==> config.mk <==
export PLATFORM = sky130hd
export DESIGN_NAME = pcie_rx_req_decoder
export DESIGN_NICKNAME = d
export VERILOG_FILES = /design/src/rtl/pcie_tlp_pkg.sv /design/src/rtl/pcie_rx_req_decoder.sv
export SDC_FILE = /design/constraint.sdc
export NUM_CORES = 1
export LEC_CHECK = 0
export CORE_MARGIN = 5
export CORE_UTILIZATION = 55
export DETAILED_ROUTE_END_ITERATION = 10
export GPL_ROUTABILITY_DRIVEN = 0
export MAX_ROUTING_LAYER = met4
export PLACE_DENSITY = 0.93
export SETUP_SLACK_MARGIN = 0.05
export SYNTH_ARGS = -nofsm -noshare
export SYNTH_HDL_FRONTEND = slang
export SYNTH_SLANG_ARGS = --single-unit
==> constraint.sdc <==
create_clock -name user_clk -period 20.4 [get_ports user_clk]
set_input_delay 4.08 -clock user_clk [delete_from_list [all_inputs] [get_ports user_clk]]
set_output_delay 4.08 -clock user_clk [all_outputs]
set_load 0.02 [all_outputs]
==> src/rtl/pcie_tlp_pkg.sv <==
// TLP header encodings, field positions and decoder state/action types shared by
// the receive-side request path.
package pcie_tlp_pkg;

  localparam logic [1:0] FMT_3DW_ND = 2'b00;
  localparam logic [1:0] FMT_4DW_ND = 2'b01;
  localparam logic [1:0] FMT_3DW_D  = 2'b10;
  localparam logic [1:0] FMT_4DW_D  = 2'b11;
  localparam logic [4:0] TYPE_MEM   = 5'b00000;

  // DW0 field positions
  localparam int FMT_HI  = 30;
  localparam int FMT_LO  = 29;
  localparam int TYPE_HI = 28;
  localparam int TYPE_LO = 24;
  localparam int TC_HI   = 22;
  localparam int TC_LO   = 20;
  localparam int EP_BIT  = 14;
  localparam int ATTR_HI = 13;
  localparam int ATTR_LO = 12;
  localparam int LEN_HI  = 9;
  localparam int LEN_LO  = 0;

  // DW1 field positions, relative to DW1 bit 0
  localparam int REQ_ID_HI = 31;
  localparam int REQ_ID_LO = 16;
  localparam int TAG_HI    = 15;
  localparam int TAG_LO    = 8;
  localparam int LBE_HI    = 7;
  localparam int LBE_LO    = 4;
  localparam int FBE_HI    = 3;
  localparam int FBE_LO    = 0;

  localparam int TUSER_ERR_FWD = 1;
  localparam int TUSER_BAR_HI  = 8;
  localparam int TUSER_BAR_LO  = 2;

  typedef logic [2:0] state_t;
  localparam state_t ST_HDR0   = 3'd0;
  localparam state_t ST_HDR1   = 3'd1;
  localparam state_t ST_PAY    = 3'd2;
  localparam state_t ST_TAIL   = 3'd3;
  localparam state_t ST_RD_OUT = 3'd4;

  typedef enum logic [1:0] {
    ACT_DROP = 2'd0,
    ACT_WR   = 2'd1,
    ACT_RD   = 2'd2
  } action_t;

  typedef struct packed {
    logic [1:0]  fmt;
    logic [4:0]  typ;
    logic [2:0]  tc;
    logic        ep;
    logic [1:0]  attr;
    logic [9:0]  len;
    logic [15:0] req_id;
    logic [7:0]  tag;
    logic [3:0]  last_be;
    logic [3:0]  first_be;
  } tlp_hdr_t;

  // A header length of zero encodes the maximum of 1024 DWORDs.
  function automatic logic [10:0] len_to_dw(input logic [9:0] len);
    return (len == 10'd0) ? 11'd1024 : {1'b0, len};
  endfunction

endpackage

==> src/rtl/pcie_rx_req_decoder.sv <==
// Decodes MRd/MWr request TLPs from the 64-bit endpoint RX stream into a
// single-DWORD register write strobe and a read request handshake.
module pcie_rx_req_decoder
  import pcie_tlp_pkg::*;
#(
  parameter int DROP_CNT_W = 16
) (
  input  logic                  user_clk,
  input  logic                  user_reset,
  input  logic [63:0]           m_axis_rx_tdata,
  input  logic [7:0]            m_axis_rx_tkeep,
  input  logic                  m_axis_rx_tlast,
  input  logic                  m_axis_rx_tvalid,
  output logic                  m_axis_rx_tready,
  input  logic [21:0]           m_axis_rx_tuser,
  output logic                  wr_en,
  output logic [63:0]           wr_addr,
  output logic [31:0]           wr_data,
  output logic [3:0]            wr_be,
  output logic [6:0]            wr_bar,
  output logic                  rd_valid,
  input  logic                  rd_ready,
  output logic [63:0]           rd_addr,
  output logic [10:0]           rd_len,
  output logic [15:0]           rd_req_id,
  output logic [7:0]            rd_tag,
  output logic [2:0]            rd_tc,
  output logic [1:0]            rd_attr,
  output logic [3:0]            rd_first_be,
  output logic [3:0]            rd_last_be,
  output logic [6:0]            rd_bar,
  output logic [DROP_CNT_W-1:0] drop_count
);

  state_t      state_q, state_d;
  tlp_hdr_t    hdr_q, hdr_in;
  logic [6:0]  bar_q;
  logic        err_q;
  logic [63:0] addr_q;
  logic [31:0] data_q;
  action_t     act_q;
  logic        tready_q;

  logic        beat, err_now, is_mwr, is_mrd, is_4dw;
  logic        finish, runt, drop_inc;
  logic [63:0] hdr1_addr, cur_addr;
  logic [31:0] cur_data;
  action_t     hdr1_act, cur_act, fin_act;

  logic unused_inputs;
  assign unused_inputs = ^{m_axis_rx_tkeep, m_axis_rx_tuser[21:9], m_axis_rx_tuser[0]};

  assign m_axis_rx_tready = tready_q;
  assign beat    = m_axis_rx_tvalid & tready_q;
  assign err_now = err_q | m_axis_rx_tuser[TUSER_ERR_FWD];

  assign hdr_in.fmt      = m_axis_rx_tdata[FMT_HI:FMT_LO];
  assign hdr_in.typ      = m_axis_rx_tdata[TYPE_HI:TYPE_LO];
  assign hdr_in.tc       = m_axis_rx_tdata[TC_HI:TC_LO];
  assign hdr_in.ep       = m_axis_rx_tdata[EP_BIT];
  assign hdr_in.attr     = m_axis_rx_tdata[ATTR_HI:ATTR_LO];
  assign hdr_in.len      = m_axis_rx_tdata[LEN_HI:LEN_LO];
  assign hdr_in.req_id   = m_axis_rx_tdata[32+REQ_ID_HI:32+REQ_ID_LO];
  assign hdr_in.tag      = m_axis_rx_tdata[32+TAG_HI:32+TAG_LO];
  assign hdr_in.last_be  = m_axis_rx_tdata[32+LBE_HI:32+LBE_LO];
  assign hdr_in.first_be = m_axis_rx_tdata[32+FBE_HI:32+FBE_LO];

  assign is_mwr = (hdr_q.typ == TYPE_MEM) &&  hdr_q.fmt[1];
  assign is_mrd = (hdr_q.typ == TYPE_MEM) && !hdr_q.fmt[1];
  assign is_4dw = hdr_q.fmt[0];

  // In a 4DW header DW2 carries the upper address half and DW3 the lower.
  assign hdr1_addr = is_4dw ? {m_axis_rx_tdata[31:0], m_axis_rx_tdata[63:34], 2'b00}
                            : {32'h0, m_axis_rx_tdata[31:2], 2'b00};

  assign hdr1_act = (is_mwr && hdr_q.len == 10'd1 && !hdr_q.ep) ? ACT_WR :
                    (is_mrd && !hdr_q.ep)                        ? ACT_RD : ACT_DROP;

  // NOTE: every variable gets a default first so no path leaves it unassigned and infers a latch.
  always_comb begin
    state_d  = state_q;
    cur_addr = addr_q;
    cur_data = data_q;
    cur_act  = act_q;
    finish   = 1'b0;
    runt     = 1'b0;
    case (state_q)
      ST_HDR0: if (beat) begin
        if (m_axis_rx_tlast) runt    = 1'b1;
        else                 state_d = ST_HDR1;
      end
      ST_HDR1: if (beat) begin
        cur_addr = hdr1_addr;
        cur_data = m_axis_rx_tdata[63:32];
        // A 4DW write ending on its header beat carries no payload.
        cur_act  = (is_mwr && is_4dw) ? ACT_DROP : hdr1_act;
        if (m_axis_rx_tlast)       finish  = 1'b1;
        else if (is_mwr && is_4dw) state_d = ST_PAY;
        else                       state_d = ST_TAIL;
      end
      ST_PAY: if (beat) begin
        cur_data = m_axis_rx_tdata[31:0];
        if (m_axis_rx_tlast) finish  = 1'b1;
        else                 state_d = ST_TAIL;
      end
      ST_TAIL:   if (beat && m_axis_rx_tlast) finish = 1'b1;
      ST_RD_OUT: if (rd_ready) state_d = ST_HDR0;
      default:   state_d = ST_HDR0;
    endcase
    fin_act = err_now ? ACT_DROP : cur_act;
    if (finish) state_d = (fin_act == ACT_RD) ? ST_RD_OUT : ST_HDR0;
  end

  assign drop_inc = runt | (finish && fin_act == ACT_DROP);

  // NOTE: sequential state uses non-blocking assignments so every flop samples pre-edge values.
  always_ff @(posedge user_clk or posedge user_reset) begin
    if (user_reset) begin
      state_q    <= ST_HDR0;
      tready_q   <= 1'b0;
      wr_en      <= 1'b0;
      rd_valid   <= 1'b0;
      drop_count <= '0;
    end else begin
      state_q  <= state_d;
      tready_q <= (state_d != ST_RD_OUT);
      wr_en    <= finish && (fin_act == ACT_WR);
      if (finish && fin_act == ACT_RD)        rd_valid <= 1'b1;
      else if (state_q == ST_RD_OUT && rd_ready) rd_valid <= 1'b0;
      if (drop_inc && drop_count != {DROP_CNT_W{1'b1}})
        drop_count <= drop_count + 1'b1;
    end
  end

  always_ff @(posedge user_clk or posedge user_reset) begin
    if (user_reset) begin
      hdr_q       <= '0;
      bar_q       <= '0;
      err_q       <= 1'b0;
      addr_q      <= '0;
      data_q      <= '0;
      act_q       <= ACT_DROP;
      wr_addr     <= '0;
      wr_data     <= '0;
      wr_be       <= '0;
      wr_bar      <= '0;
      rd_addr     <= '0;
      rd_len      <= '0;
      rd_req_id   <= '0;
      rd_tag      <= '0;
      rd_tc       <= '0;
      rd_attr     <= '0;
      rd_first_be <= '0;
      rd_last_be  <= '0;
      rd_bar      <= '0;
    end else begin
      if (beat) begin
        if (state_q == ST_HDR0) begin
          hdr_q <= hdr_in;
          bar_q <= m_axis_rx_tuser[TUSER_BAR_HI:TUSER_BAR_LO];
          err_q <= m_axis_rx_tuser[TUSER_ERR_FWD];
        end else begin
          err_q <= err_now;
        end
        if (state_q == ST_HDR1) begin
          addr_q <= hdr1_addr;
          data_q <= m_axis_rx_tdata[63:32];
          act_q  <= hdr1_act;
        end
        if (state_q == ST_PAY) data_q <= m_axis_rx_tdata[31:0];
      end
      if (finish && fin_act == ACT_WR) begin
        wr_addr <= cur_addr;
        wr_data <= cur_data;
        wr_be   <= hdr_q.first_be;
        wr_bar  <= bar_q;
      end
      if (finish && fin_act == ACT_RD) begin
        rd_addr     <= cur_addr;
        rd_len      <= len_to_dw(hdr_q.len);
        rd_req_id   <= hdr_q.req_id;
        rd_tag      <= hdr_q.tag;
        rd_tc       <= hdr_q.tc;
        rd_attr     <= hdr_q.attr;
        rd_first_be <= hdr_q.first_be;
        rd_last_be  <= hdr_q.last_be;
        rd_bar      <= bar_q;
      end
    end
  end

endmodule

==> impl_metrics.env <==
export IMPL_wl_per_cell_um=22.4
export IMPL_clkLatencyLatePin_ps=520
export IMPL_core_area_um2=28500
export IMPL_antenna_found_initial=2
export IMPL_postRouteAntennaNets=0
export IMPL_fmax_mhz=130
export IMPL_grt_usage=0.271
export IMPL_cts_buffers=41
export IMPL_vias=10900
export IMPL_seq_area_frac_synth=0.641
export IMPL_pre_cts_ws_ps=12100
export IMPL_fin_crit_ps=7720
export IMPL_setup_ws_ps=12680
export IMPL_slew_headroom=0.231
export IMPL_hp_class="reg -> reg"
export IMPL_syn2layout_area_growth_pct=30.7
export IMPL_yosys_warnings=0
export IMPL_synth_area_leaders="dfrtp_1, mux2_2, nand2_1, mux2_1, mux2i_1"
export IMPL_initial_core_util=0.553
export IMPL_leakage_nw=9.78
export IMPL_synth_edf_count=0
export IMPL_grt_pass1_wl_mm=66.0
export IMPL_critPathLaunchType="primary input"
export IMPL_cp_arrival_ps=8110
export IMPL_drv_slew=0
export IMPL_cts_resized_gates=0
export IMPL_syn_area_per_cell_um2=13.4
export IMPL_synth_common_cells="dfrtp_1, mux2_2, nand2_1, mux2_1, nand3_1"
export IMPL_synth_area_leader_cell="dfrtp_1"
export IMPL_path_clk_slew_ps=60
export IMPL_max_cap_violations=0
export IMPL_cts_buffer_depth=3
export IMPL_layout_worst_path_cycle_share=0.378
export IMPL_die_area_um2=32100
export IMPL_clock_skew_ps=15.4
export IMPL_synth_top_area_frac=0.641
export IMPL_setup_tns_ps=0
export IMPL_post_cts_buffers=0
export IMPL_synthFlopType="dfrtp_1"
export IMPL_first_pass_iters=5
export IMPL_grt_pass1_vias=11600
export IMPL_r2r_setup_slack_ps=16350
export IMPL_place_detailed_hpwl_mm=27.4
export IMPL_viasPerCell=5.74
export IMPL_worstMarginPinSlew_ps=1150
export IMPL_layout_drive_gt1_share=0.184
export IMPL_fp_dieW_um=179
export IMPL_ys_seq_elements=403
export IMPL_worstPathRequired_ps=20790
export IMPL_die_h_um=179
export IMPL_synthArstFlopShare=1.00
export IMPL_grt_max_degree=202
export IMPL_port_buffers=317
export IMPL_drc_errors=0
export IMPL_root_buffer="clkbuf_16"
export IMPL_htreeDepth=2
export IMPL_vdd_drop_max_v=0.0000575
export IMPL_dr_first_iter_drc_count=822
export IMPL_fin_nets=1580
export IMPL_rows=62
export IMPL_ctsHoldBuffers=0
export IMPL_worstSetupEndpointType="register"
export IMPL_cp_max_fo=93
export IMPL_cts_sinks=403
export IMPL_syn_inst=1177
export IMPL_io_pins=344
export IMPL_yosys_cell_count_top_type="dfrtp_1"
export IMPL_netlist_area_um2=15700
export IMPL_finalSetupViolations=0
export IMPL_rsz0062_at_grt="false"
export IMPL_synth_cell_types=47
export IMPL_cts_tree="built"
export IMPL_status="complete, no violations"
export IMPL_wl_mm=42.4
export IMPL_crit_type="in -> reg"
export IMPL_hold_viol_final=0
export IMPL_overflow=0
export IMPL_p_per_area_nw_per_um2=101
[per-layer routing]
layer,track usage,up-vias,part of all wire
met5,-,-,0
li1,-,4737,-
met1,0.341,5524,0.40
met4,0.112,0,0.049
met2,0.434,467,0.49
met3,0.0563,124,0.069
[worst paths after layout]
check / from / endpoint / cells after the start
min reg2reg: data_q[31] / data_q[31] / 2
max: m_axis_rx_tvalid / rd_addr[63] / 8
min in group asynchronous: user_reset / addr_q[2] / 2
max reg2reg: state_q[2] / rd_addr[63] / 7
min: data_q[31] / data_q[31] / 2
max in group asynchronous: user_reset / hdr_q[53] / 3
[flip-flops by register name, indices dropped and copies added (netlist names), 2 cells and up]
signal       cells
wr_addr         62
rd_tc            3
bar_q            7
rd_bar           7
wr_data         32
rd_req_id       16
rd_addr         62
state_q          3
drop_count      16
wr_bar           7
data_q          32
wr_be            4
act_q            2
rd_last_be       4
rd_first_be      4
rd_attr          2
hdr_q           55
addr_q          62
rd_tag           8
rd_len          11
[power breakdown]
part / switching [mW] / leakage (nW) / total, mW / internal [mW]
registers: 0.0721 / 5.34 / 0.984 / 0.912
clock network: 0.299 / 0.682 / 0.790 / 0.490
logic: 0.167 / 3.76 / 0.295 / 0.128
total: 0.539 / 9.78 / 2.07 / 1.53
[worst max-delay path, stage by stage]
cell             delay, ps
clkdlybuf4s50_1        570
and3b_1                340
nand2_4                530
o41a_1                 680
o211ai_1               260
buf_4                  400
buf_4                  710
mux2_2                 440
[through the flow]
stage               power [mW]  cell area, um2   util  instances  hold slack (ps)
floorplan                 1.16           15800      -       1180              440
global placement          1.26           19200  0.673       1821              451
detailed placement        1.29           19200  0.673       1821              457
CTS                       2.08           20600  0.722       1888              473
global route              2.16           20600  0.723       1890              494
finish                    2.07           20600  0.723       1890              472
[cell usage in the layout, fill, tap and decap left out, types with 3 or more instances in the layout]
cell / netlist / final
nor4_1: 3 / 3
mux2_1: 52 / 52
o21ai_0: 32 / 32
a31oi_1: 33 / 33
or4_1: 3 / 3
nand3_1: 44 / 44
and3_1: 5 / 5
clkbuf_16: 0 / 41
nand4_1: 5 / 5
nand2_1: 174 / 172
inv_1: 4 / 3
dfrtp_1: 403 / 402
conb_1: 1 / 4
nor3_1: 3 / 3
buf_4: 20 / 8
mux2i_1: 30 / 30
clkbuf_8: 0 / 6
mux2_2: 200 / 200
clkbuf_1: 34 / 7
nand3b_1: 3 / 3
a22oi_1: 32 / 32
clkdlybuf4s50_1: 0 / 317
bufinv_16: 0 / 8
xnor2_1: 15 / 15
nor2_1: 41 / 39
[layout make-up]
type / count / area, um2
well taps: 384 / 480
diodes: 2 / 5.00
inverters: 4 / 22.5
clock buffers: 54 / 1130
multi-input cells: 704 / 5310
clock inverters: 13 / 274
fillers: 1778 / 7900
flip-flops and latches: 403 / 10100
repair buffers: 326 / 3250
[cell families (layout without fill, tap and decap cells)]
logic type / count (synthesis) / after routing / synth area share
AO/OA/AOI/OAI: 112 / 112 / 0.0461
XOR/XNOR: 15 / 15 / 0.00835
adder cells (fa/ha/maj): 1 / 1 / 0.000795
buffers and inverters: 73 / 397 / 0.0255
flip-flops: 403 / 403 / 0.641
multiplexers: 282 / 282 / 0.199
other: 1 / 6 / 0.000238
AND/OR/NAND/NOR: 290 / 290 / 0.0791
No activity file was read; power rests on OpenSTA's default activity.
